--- config.mk ---
export PLATFORM = sky130hd
export DESIGN_NAME = if_fetch_unit
export DESIGN_NICKNAME = d
export VERILOG_FILES = /design/src/rtl/mips_pkg.sv /design/src/rtl/if_fetch_queue.sv /design/src/rtl/if_fetch_unit.sv
export SDC_FILE = /design/constraint.sdc
export NUM_CORES = 1
export LEC_CHECK = 0
export BUFFER_PORTS_ARGS = -buffer_cell sky130_fd_sc_hd__buf_2
export CORE_MARGIN = 3
export CORE_UTILIZATION = 25
export DETAILED_ROUTE_END_ITERATION = 8
export GPL_TIMING_DRIVEN = 0
export PLACE_DENSITY = 0.49
export SETUP_SLACK_MARGIN = 0.05
export SYNTH_ARGS = -nofsm -noshare
export SYNTH_HDL_FRONTEND = slang
export SYNTH_SLANG_ARGS = --single-unit
--- constraint.sdc ---
create_clock -name clk -period 2.75 [get_ports clk]
set_input_delay 0.275 -clock clk [delete_from_list [all_inputs] [get_ports clk]]
set_output_delay 0.275 -clock clk [all_outputs]
set_load 0.02 [all_outputs]
--- src/rtl/mips_pkg.sv ---
// Shared constants for the instruction-fetch front end: instruction size,
// default datapath widths and the default boot address.
package mips_pkg;

    localparam int          INSTR_BYTES  = 4;
    localparam int          DEF_ADDR_W   = 32;
    localparam int          DEF_DATA_W   = 32;
    localparam logic [31:0] DEF_RESET_PC = 32'h0000_0000;

endpackage

--- src/rtl/if_fetch_queue.sv ---
// Circular fetch queue holding {pc, instr} entries. Flush empties it in one
// cycle; a push and a pop in the same cycle are allowed even when full.
module if_fetch_queue #(
    parameter int  DEPTH = 4,
    parameter int  WIDTH = 64,
    localparam int PTR_W = $clog2(DEPTH),
    localparam int CNT_W = $clog2(DEPTH) + 1
) (
    input  logic             clk,
    input  logic             rst,
    input  logic             push,
    input  logic             pop,
    input  logic             flush,
    input  logic [WIDTH-1:0] wdata,
    output logic [WIDTH-1:0] rdata,
    output logic [CNT_W-1:0] count,
    output logic             empty,
    output logic             full
);

    logic [WIDTH-1:0] r_mem [DEPTH];
    logic [PTR_W-1:0] r_rd_ptr;
    logic [PTR_W-1:0] r_wr_ptr;
    logic [CNT_W-1:0] r_count;
    logic             w_push;
    logic             w_pop;

    assign empty  = (r_count == '0);
    assign full   = (r_count == CNT_W'(DEPTH));
    assign count  = r_count;
    assign rdata  = r_mem[r_rd_ptr];
    assign w_pop  = pop && !empty;
    // A push into a full queue is only legal when the head leaves in the same cycle.
    assign w_push = push && (!full || w_pop);

    always_ff @(posedge clk) begin
        if (rst || flush) begin
            r_rd_ptr <= '0;
            r_wr_ptr <= '0;
            r_count  <= '0;
        end else begin
            if (w_push) begin
                r_wr_ptr <= r_wr_ptr + PTR_W'(1);
            end
            if (w_pop) begin
                r_rd_ptr <= r_rd_ptr + PTR_W'(1);
            end
            case ({w_push, w_pop})
                2'b10:   r_count <= r_count + CNT_W'(1);
                2'b01:   r_count <= r_count - CNT_W'(1);
                default: r_count <= r_count;
            endcase
        end
    end

    always_ff @(posedge clk) begin
        if (w_push) begin
            r_mem[r_wr_ptr] <= wdata;
        end
    end

endmodule

--- src/rtl/if_fetch_unit.sv ---
// Instruction fetch: issues sequential reads to a 1-cycle instruction memory,
// queues {pc, instr} for decode, and redirects on taken branches.
module if_fetch_unit
    import mips_pkg::*;
#(
    parameter int               ADDR_W   = DEF_ADDR_W,
    parameter int               DATA_W   = DEF_DATA_W,
    parameter int               DEPTH    = 4,
    parameter logic [ADDR_W-1:0] RESET_PC = ADDR_W'(DEF_RESET_PC)
) (
    input  logic              clk,
    input  logic              rst,
    input  logic              br_taken,
    input  logic [ADDR_W-1:0] br_pc,
    input  logic [ADDR_W-1:0] br_offset,
    output logic              imem_req,
    output logic [ADDR_W-1:0] imem_addr,
    input  logic [DATA_W-1:0] imem_rdata,
    output logic              out_valid,
    input  logic              out_ready,
    output logic [ADDR_W-1:0] out_pc,
    output logic [DATA_W-1:0] out_instr
);

    localparam int CNT_W = $clog2(DEPTH) + 1;
    localparam int OCC_W = CNT_W + 1;
    localparam int ENT_W = ADDR_W + DATA_W;

    logic [ADDR_W-1:0] r_fetch_pc;
    logic [ADDR_W-1:0] r_req_addr;
    logic              r_inflight;

    logic [CNT_W-1:0]  w_count;
    logic              w_empty;
    logic              w_full;
    logic              w_pop;
    logic              w_push;
    logic [OCC_W-1:0]  w_occ;
    logic [ADDR_W-1:0] w_target;
    logic [ENT_W-1:0]  w_head;

    assign imem_addr = r_fetch_pc;
    assign out_valid = !w_empty;
    assign out_pc    = out_valid ? w_head[ENT_W-1:DATA_W] : '0;
    assign out_instr = out_valid ? w_head[DATA_W-1:0]     : '0;
    assign w_pop     = out_valid && out_ready;

    // Slots already promised: held entries plus the response still on its way.
    assign w_occ    = OCC_W'(w_count) + OCC_W'(r_inflight) - OCC_W'(w_pop);
    assign imem_req = !rst && !br_taken && (w_occ < OCC_W'(DEPTH));
    assign w_target = br_pc + ADDR_W'(INSTR_BYTES) + (br_offset << 2);

    // A redirect in the response cycle kills the request issued one cycle earlier.
    assign w_push = r_inflight && !br_taken && (!w_full || w_pop);

    always_ff @(posedge clk) begin
        if (rst) begin
            r_fetch_pc <= RESET_PC;
            r_req_addr <= '0;
            r_inflight <= 1'b0;
        end else begin
            r_inflight <= imem_req;
            if (imem_req) begin
                r_req_addr <= r_fetch_pc;
            end
            if (br_taken) begin
                r_fetch_pc <= w_target;
            end else if (imem_req) begin
                r_fetch_pc <= r_fetch_pc + ADDR_W'(INSTR_BYTES);
            end
        end
    end

    if_fetch_queue #(
        .DEPTH (DEPTH),
        .WIDTH (ENT_W)
    ) u_queue (
        .clk   (clk),
        .rst   (rst),
        .push  (w_push),
        .pop   (w_pop),
        .flush (br_taken),
        .wdata ({r_req_addr, imem_rdata}),
        .rdata (w_head),
        .count (w_count),
        .empty (w_empty),
        .full  (w_full)
    );

endmodule

==> results of run 1 <==
==> sequential cells by signal (all words and copies together), names as in the netlist, named ones only <==
register,flops
imem_addr,32
r_inflight,1
r_req_addr,32
u_queue.count,3
u_queue.r_mem,256
u_queue.r_rd_ptr,2
u_queue.r_wr_ptr,2
==> critical path, delay by kind of cell, from the launching register on <==
kind / cells / cell delay, ps
adders and majority gates: 2 / 330
DFF: 1 / 350
buffers and inverters: 6 / 500
AOI/OAI and AO/OA: 1 / 250
and+or+nand+nor: 5 / 760
==> worst max-delay path by stage <==
| stage | start | end | slack (ps) | depth (start not counted) |
|---|---|---|---|---|
| 6_report | u_queue.count[1]$_SDFFE_PN0P_ | imem_req | -260 | 14 |
| 5_1_grt | u_queue.count[1]$_SDFFE_PN0P_ | imem_req | -390 | 14 |
| 4_1_cts | u_queue.count[1]$_SDFFE_PN0P_ | imem_req | -420 | 15 |
| 3_5_place_dp | u_queue.count[2]$_SDFFE_PN0P_ | imem_addr[30]$_SDFFE_PP0P_ | -530 | 14 |
| 2_1_floorplan | u_queue.count[2]$_SDFFE_PN0P_ | imem_addr[26]$_SDFFE_PP0P_ | 60 | 14 |
| 3_3_place_gp | br_taken | u_queue.r_mem[0][26]$_DFFE_PP_ | -650 | 6 |
==> kinds of logic after synthesis <==
logic type | count (synthesis)
xor gates and xnor gates | 53
muxes | 73
DFF | 330
and+or+nand+nor | 284
AOI/OAI and AO/OA | 169
adders and majority gates | 68
buffers and inverters | 79
==> cell usage in the layout, fill, tap and decap left out, types with 15 or more instances in the layout <==
| cell | count |
|---|---|
| edfxtp_1 | 256 |
| buf_2 | 194 |
| nand2_1 | 70 |
| dfxtp_1 | 69 |
| and2_1 | 67 |
| mux4_2 | 64 |
| ha_1 | 63 |
| a21oi_1 | 46 |
| clkbuf_16 | 41 |
| nor2_1 | 38 |
| dlygate4sd3_1 | 34 |
| xnor2_1 | 27 |
| clkbuf_1 | 26 |
| xor2_1 | 24 |
| inv_1 | 23 |
| buf_4 | 22 |
| o21ai_0 | 22 |
| a21oi_2 | 21 |
| buf_6 | 17 |
| nand3_1 | 15 |
==> layer usage <==
layer  global-route usage (%)  routed length, um
met1                     16.3              17600
met4                     2.90                658
met5                        0                  0
met2                     20.6              18800
met3                     3.43               2600
==> stage by stage <==
stage | cell area (um2) | TNS (ps) | total power (uW)
after floorplan | 15000 | 0 | 6430
after global placement | 16900 | -179380 | 6880
after detailed placement | 17000 | -19310 | 6890
after CTS | 19000 | -1940 | 12000
after global routing | 19400 | -3540 | 12400
final | 19400 | -539 | 11800
==> Yosys cell counts (all sizes together), types with 3 or more instances <==
cell type,count,area (um2)
o21a,3,22.5
nand2,92,348
nand4,11,68.8
edfxtp,256,7690
and2,72,450
ha,66,826
mux4,64,1440
a211oi,18,140
xor2,24,210
dfxtp,74,1480
a41o,3,30.0
a21o,10,75.1
clkbuf,36,168
buf,14,65.1
or3,3,20.0
o22ai,6,37.5
and3,11,71.3
nor4,4,52.6
o211ai,8,60.1
a311oi,3,26.3
a21oi,67,335
nand3,19,100
o21ai,26,130
inv,28,105
nor3,16,80.1
a31oi,6,37.5
nor2,43,164
xnor2,29,254
and4,5,45.0
mux2i,8,80.1
o21bai,4,30.0
==> timing repair <==
item,CTS,global route
pin swaps,30,26
gates resized for setup,61,89
endpoints found under the hold margin,130,0
hold buffers,34,0
cloned,0,2
endpoints found under the setup margin,128,72
setup buffers,22,11
==> power breakdown <==
part	switching, uW	internal [uW]
clock network	1990	2960
logic	745	537
registers	152	5470
total	2880	8970
==> layout make-up <==
| type | instances | area (um2) | area share, % |
|---|---|---|---|
| plain buffers | 46 | 300 | 1.55 |
| clock buffers | 51 | 1080 | 5.54 |
| flip-flops and latches | 330 | 9180 | 47.3 |
| inverters | 29 | 124 | 0.638 |
| multi-input cells | 647 | 5850 | 30.2 |
| well taps | 765 | 957 | 4.93 |
| repair buffers | 266 | 1750 | 9.04 |
| clock inverters | 19 | 168 | 0.864 |
==> flow_metrics.env, run 1 <==
export IMPL_outcome="finished, violations left"
export IMPL_violations="negative setup slack"
export IMPL_diodes=0
export IMPL_cts_buffers=39
export IMPL_min_period_ps=3010
export IMPL_die_w_um=250
export IMPL_fin_crit_sh_pct=109
export IMPL_whs_ps=139
export IMPL_tritoncts="built"
export IMPL_setup_viol=8
export IMPL_dieArea_um2=62600
export IMPL_cts_clk_slew_worst_paths_ps=60
export IMPL_r2r_end="imem_addr[13]$_SDFFE_PP0P_"
export IMPL_clock_skew_ps=16.2
export IMPL_grt_antenna_before_repair=1
export IMPL_reg2reg_slack_ps=-80
export IMPL_postSynthAreaPerCell_um2=14.1
export IMPL_synth_compound_area_share_pct=7.22
export IMPL_vdd_drop_max_mv=0.450
export IMPL_first_pass_iters=4
export IMPL_drc_errors=0
export IMPL_slew_violations=0
export IMPL_ff2ff_path_depth=15
export IMPL_core_area_um2=58400
export IMPL_hold_class="primary input to register"
export IMPL_grt_pass1_vias=10100
export IMPL_synthAdderAreaFrac_pct=5.80
export IMPL_port_buffers=195
export IMPL_dp_worst_setup_slack_ps=-527
export IMPL_layout_cells_non_filler=2153
export IMPL_cts_root_buffer="clkbuf_16"
export IMPL_path_class="register to primary output"
export IMPL_synth_top_family_by_area="multiplexers"
export IMPL_synth_xor_area_share_pct=3.11
export IMPL_cts_sinks=330
export IMPL_yosysWarningCount=0
export IMPL_cp_end_kind="primary output"
export IMPL_crit_top_cell="buf_6"
export IMPL_synth_cells=1056
export IMPL_p_per_area_nw_per_um2=610
export IMPL_drt_iter0_drc=446
export IMPL_synth_edf_count=256
export IMPL_io_pins=198
export IMPL_leakagePower_uw=0.00737
export IMPL_synth_nets=1224
export IMPL_worstMarginPinSlew_ps=699
export IMPL_yosys_area_share_simple_pct=9.85
export IMPL_min_path_cells=3
export IMPL_synthArstFlopShare_pct=0
export IMPL_arrival_ps=2730
export IMPL_maxCapViolCount=0
export IMPL_min_delay_start="rst"
export IMPL_drt_vias_per_instance=4.52
export IMPL_hold_viol=0
export IMPL_antenna_left=0
export IMPL_grt_pass1_wl_um=60700
export IMPL_cp_max_fo=3
export IMPL_gp_congestion=0.808
export IMPL_nets=1527
export IMPL_totalWireLength_um=39600
export IMPL_die_h_um=250
export IMPL_ys_seq_area_share_pct=61.5
export IMPL_grt_max_degree=51
export IMPL_worstHoldEndpoint="imem_addr[12]$_SDFFE_PP0P_"
export IMPL_rows=88
export IMPL_ys_types=70
export IMPL_crit_reg2reg_launch="u_queue.count[1]$_SDFFE_PN0P_"
export IMPL_worstPathRequired_ps=2480
export IMPL_cts_htree_levels=2
export IMPL_fmaxAchievable_mhz=333
export IMPL_setup_ws_ps=-255
export IMPL_ctsLongestPathBuffers=3
export IMPL_synth_seq_cells=330
export IMPL_drive_gt1_share_pct=35.0
export IMPL_track_usage_pct=12.5
export IMPL_fin_util_pct=33.3
export IMPL_clk_latency_ps=530
export IMPL_overflow=0
export IMPL_initial_core_util_pct=25.6
export IMPL_synth_mux_area_share_pct=10.3
export IMPL_post_drt_wl_per_cell_um=18.4
export IMPL_area_delta_synth_final_pct=30.1
export IMPL_cpPeakStageDelay_ps=350
export IMPL_crit_chain="inv_4 -> nand3_4 -> and2_4 -> ha_4 -> inv_2 -> ha_4 -> and3b_4 -> o211a_4 -> or2_1 -> buf_6 -> nand2_8 -> inv_8 -> buf_6 -> buf_6"
export IMPL_startpoint_type="register"
export IMPL_relSlewSlack_pct=53.4
export IMPL_place_hpwl_um=27700
export IMPL_dpl_cell_count=2020
export IMPL_cp_slowest_cell="dfxtp_4"
export IMPL_netlist_area_um2=14900
export IMPL_synth_flop_cell="edfxtp_1"
export IMPL_grt_setup_unrepaired="true"
export IMPL_via_count=9727
export IMPL_fillers=5788
No activity file was read; power rests on OpenSTA's default activity.
==> run 2: changes to the inputs <==
--- a/config.mk
+++ b/config.mk
@@ -10,7 +10,7 @@
 export CORE_UTILIZATION = 25
 export DETAILED_ROUTE_END_ITERATION = 8
 export GPL_TIMING_DRIVEN = 0
-export PLACE_DENSITY = 0.49
+export PLACE_DENSITY = 0.48
 export SETUP_SLACK_MARGIN = 0.05
 export SYNTH_ARGS = -nofsm -noshare
 export SYNTH_HDL_FRONTEND = slang
==> constraint.sdc (replaced) <==
create_clock -name clk -period 3.65 [get_ports clk]
set_input_delay 0.365 -clock clk [delete_from_list [all_inputs] [get_ports clk]]
set_output_delay 0.365 -clock clk [all_outputs]
set_load 0.02 [all_outputs]
==> run 2 against run 1 <==
Compared with the run above: the flow now finishes without violations; worst hold slack got worse by 100 ps; final area decreased by 5.7%; register-to-register slack improved by 590 ps; critical path depth unchanged; clock-buffer cell count decreased by 2; largest cell class unchanged.
==> flow_metrics.env, run 2 (same netlist as run 1, synthesis figures left out) <==
export IMPL_relSlewSlack_pct=43.0
export IMPL_grt_antenna_before_repair=1
export IMPL_path_class="register to primary output"
export IMPL_cts_htree_levels=2
export IMPL_worst_path_buf_inv=6
export IMPL_post_drt_wl_per_cell_um=18.4
export IMPL_nets=1474
export IMPL_first_pass_iters=4
export IMPL_drc_errors=0
export IMPL_ctsLongestPathBuffers=3
export IMPL_dieArea_um2=62600
export IMPL_multi_input_area_um2=5450
export IMPL_grt_max_degree=51
export IMPL_grt_pass1_wl_um=59500
export IMPL_maxCapViolCount=0
export IMPL_min_period_ps=3400
export IMPL_crit_chain="inv_2 -> nand3_4 -> clkbuf_16 -> and2_1 -> ha_1 -> inv_1 -> ha_1 -> and3b_4 -> o211a_4 -> or2_1 -> buf_4 -> nand2_8 -> clkinv_8 -> buf_6"
export IMPL_place_hpwl_um=27500
export IMPL_clock_skew_ps=15.6
export IMPL_r2r_end="imem_addr[23]$_SDFFE_PP0P_"
export IMPL_via_count=9412
export IMPL_largest_register="u_queue.r_mem"
export IMPL_grt_pass1_vias=9778
export IMPL_initial_core_util_pct=25.6
export IMPL_crit_top_cell="ha_1"
export IMPL_antenna_left=0
export IMPL_cts_root_buffer="clkbuf_16"
export IMPL_io_pins=198
export IMPL_min_path_cells=1
export IMPL_die_h_um=250
export IMPL_tritoncts="built"
export IMPL_gp_congestion=0.827
export IMPL_largest_reg_flops=256
export IMPL_cts_buffers=38
export IMPL_die_w_um=250
export IMPL_register_area_um2=9170
export IMPL_cts_sinks=330
export IMPL_reg2reg_slack_ps=510
export IMPL_port_buffers=195
export IMPL_diodes=0
export IMPL_setup_viol=0
export IMPL_critPathTopFamily="simple AND/OR/NAND/NOR gates"
export IMPL_outcome="finished clean"
export IMPL_cp_max_fo=10
export IMPL_startpoint_type="register"
export IMPL_overflow=0
export IMPL_cp_depth=14
export IMPL_drt_iter0_drc=417
export IMPL_fin_setup_tns_ps=0
export IMPL_core_area_um2=58400
export IMPL_cp_startpoint="u_queue.count[0]$_SDFFE_PN0P_"
export IMPL_clk_latency_ps=540
export IMPL_slew_violations=0
export IMPL_cp_endpoint="imem_req"
export IMPL_cp_end_kind="primary output"
export IMPL_p_per_area_nw_per_um2=473
export IMPL_leakagePower_uw=0.00680
export IMPL_drt_vias_per_instance=4.48
export IMPL_fmaxAchievable_mhz=294
export IMPL_cts_clk_slew_worst_paths_ps=60
export IMPL_whs_ps=38.3
export IMPL_worstPathRequired_ps=3280
export IMPL_grt_setup_unrepaired="false"
export IMPL_ff2ff_path_depth=15
export IMPL_final_common_cell="edfxtp_1"
export IMPL_rows=88
export IMPL_hold_class="primary input to register"
export IMPL_cp_slowest_cell="dfxtp_1"
export IMPL_vdd_drop_max_mv=0.270
export IMPL_fillers=5913
export IMPL_arrival_ps=3030
export IMPL_track_usage_pct=12.3
export IMPL_cpPeakStageDelay_ps=330
export IMPL_crit_reg2reg_launch="u_queue.count[0]$_SDFFE_PN0P_"
export IMPL_final_cell_mix="edfxtp_1, buf_2, nand2_1"
export IMPL_totalWireLength_um=38700
export IMPL_area_delta_synth_final_pct=22.7
export IMPL_drive_gt1_share_pct=27.6
export IMPL_hold_viol=0
export IMPL_worstMarginPinSlew_ps=855
export IMPL_fin_crit_sh_pct=93.0
run 2: changes by cell type in the layout (fill, tap and decap cells not counted), sizes merged:
cell and change:
bufinv -1, buf -21, clkinv +3, dlygate4sd3 -32, clkbuf -1, clkinvlp -1
run 2: how the worst min path moves through the flow:
stage	to	slack, ps	start
finish	u_queue.r_mem[0][11]$_DFFE_PP_	40	imem_rdata[11]
global route	u_queue.r_mem[3][3]$_DFFE_PP_	5	imem_rdata[3]
CTS	u_queue.r_mem[3][3]$_DFFE_PP_	0.001	imem_rdata[3]
detailed placement	r_req_addr[10]$_SDFFE_PP0P_	500	r_req_addr[10]$_SDFFE_PP0P_
global placement	u_queue.r_mem[2][42]$_DFFE_PP_	480	r_req_addr[10]$_SDFFE_PP0P_
floorplan	u_queue.r_mem[0][32]$_DFFE_PP_	460	r_req_addr[0]$_SDFFE_PP0P_
run 2: timing repair:
item,4_1_cts,5_1_grt
endpoints found under the setup margin,57,1
endpoints found under the hold margin,5,0
cloned,0,0
gates resized for setup,17,5
setup buffers,1,9
hold buffers,2,0
pin swaps,1,0
run 2: metal layers:
layer	part of all wire (%)	track usage [%]	wire, um
met5	0	0	0
met4	1.6	2.54	610
met3	6.9	3.81	2690
met2	47	20.0	18300
met1	44	16.0	17100
run 2: through the flow:
stage | instance area (um2) | worst slack (ps) | std cells | total power (uW) | utilization (%)
after global placement | 16900 | -1210 | 2016 | 5180 | 28.9
after global routing | 18300 | 72.5 | 2100 | 9080 | 31.4
after floorplan | 14900 | 650 | 1056 | 4840 | -
after detailed placement | 17000 | -562 | 2020 | 5190 | 29.1
after CTS | 18200 | 66.6 | 2091 | 8800 | 31.2
final | 18300 | 254 | 2100 | 8660 | 31.4
run 2: layout make-up:
class	count	area share [%]
plain buffers	49	1.37
clock buffers	49	5.59
clock inverters	20	0.772
inverters	29	0.677
multi-input cells	647	29.8
flip-flops and latches	330	50.1
well taps	765	5.23
repair buffers	211	6.49
run 2: worst reg2reg max path, stage by stage (launching register included):
cell	delay (ps)
dfxtp_1	330
inv_2	110
nand3_4	120
clkbuf_16	170
and2_1	160
ha_1	170
inv_1	50
ha_1	210
and3b_4	190
nor4_4	260
buf_4	190
o2111ai_4	240
nor2_2	290
a311oi_1	130
a41o_1	220
a211oi_1	220
run 2: power breakdown:
group          switching [uW]  internal, uW
combinational             534           355
sequential               99.6          4120
clock                    1490          2060
total                    2120          6540
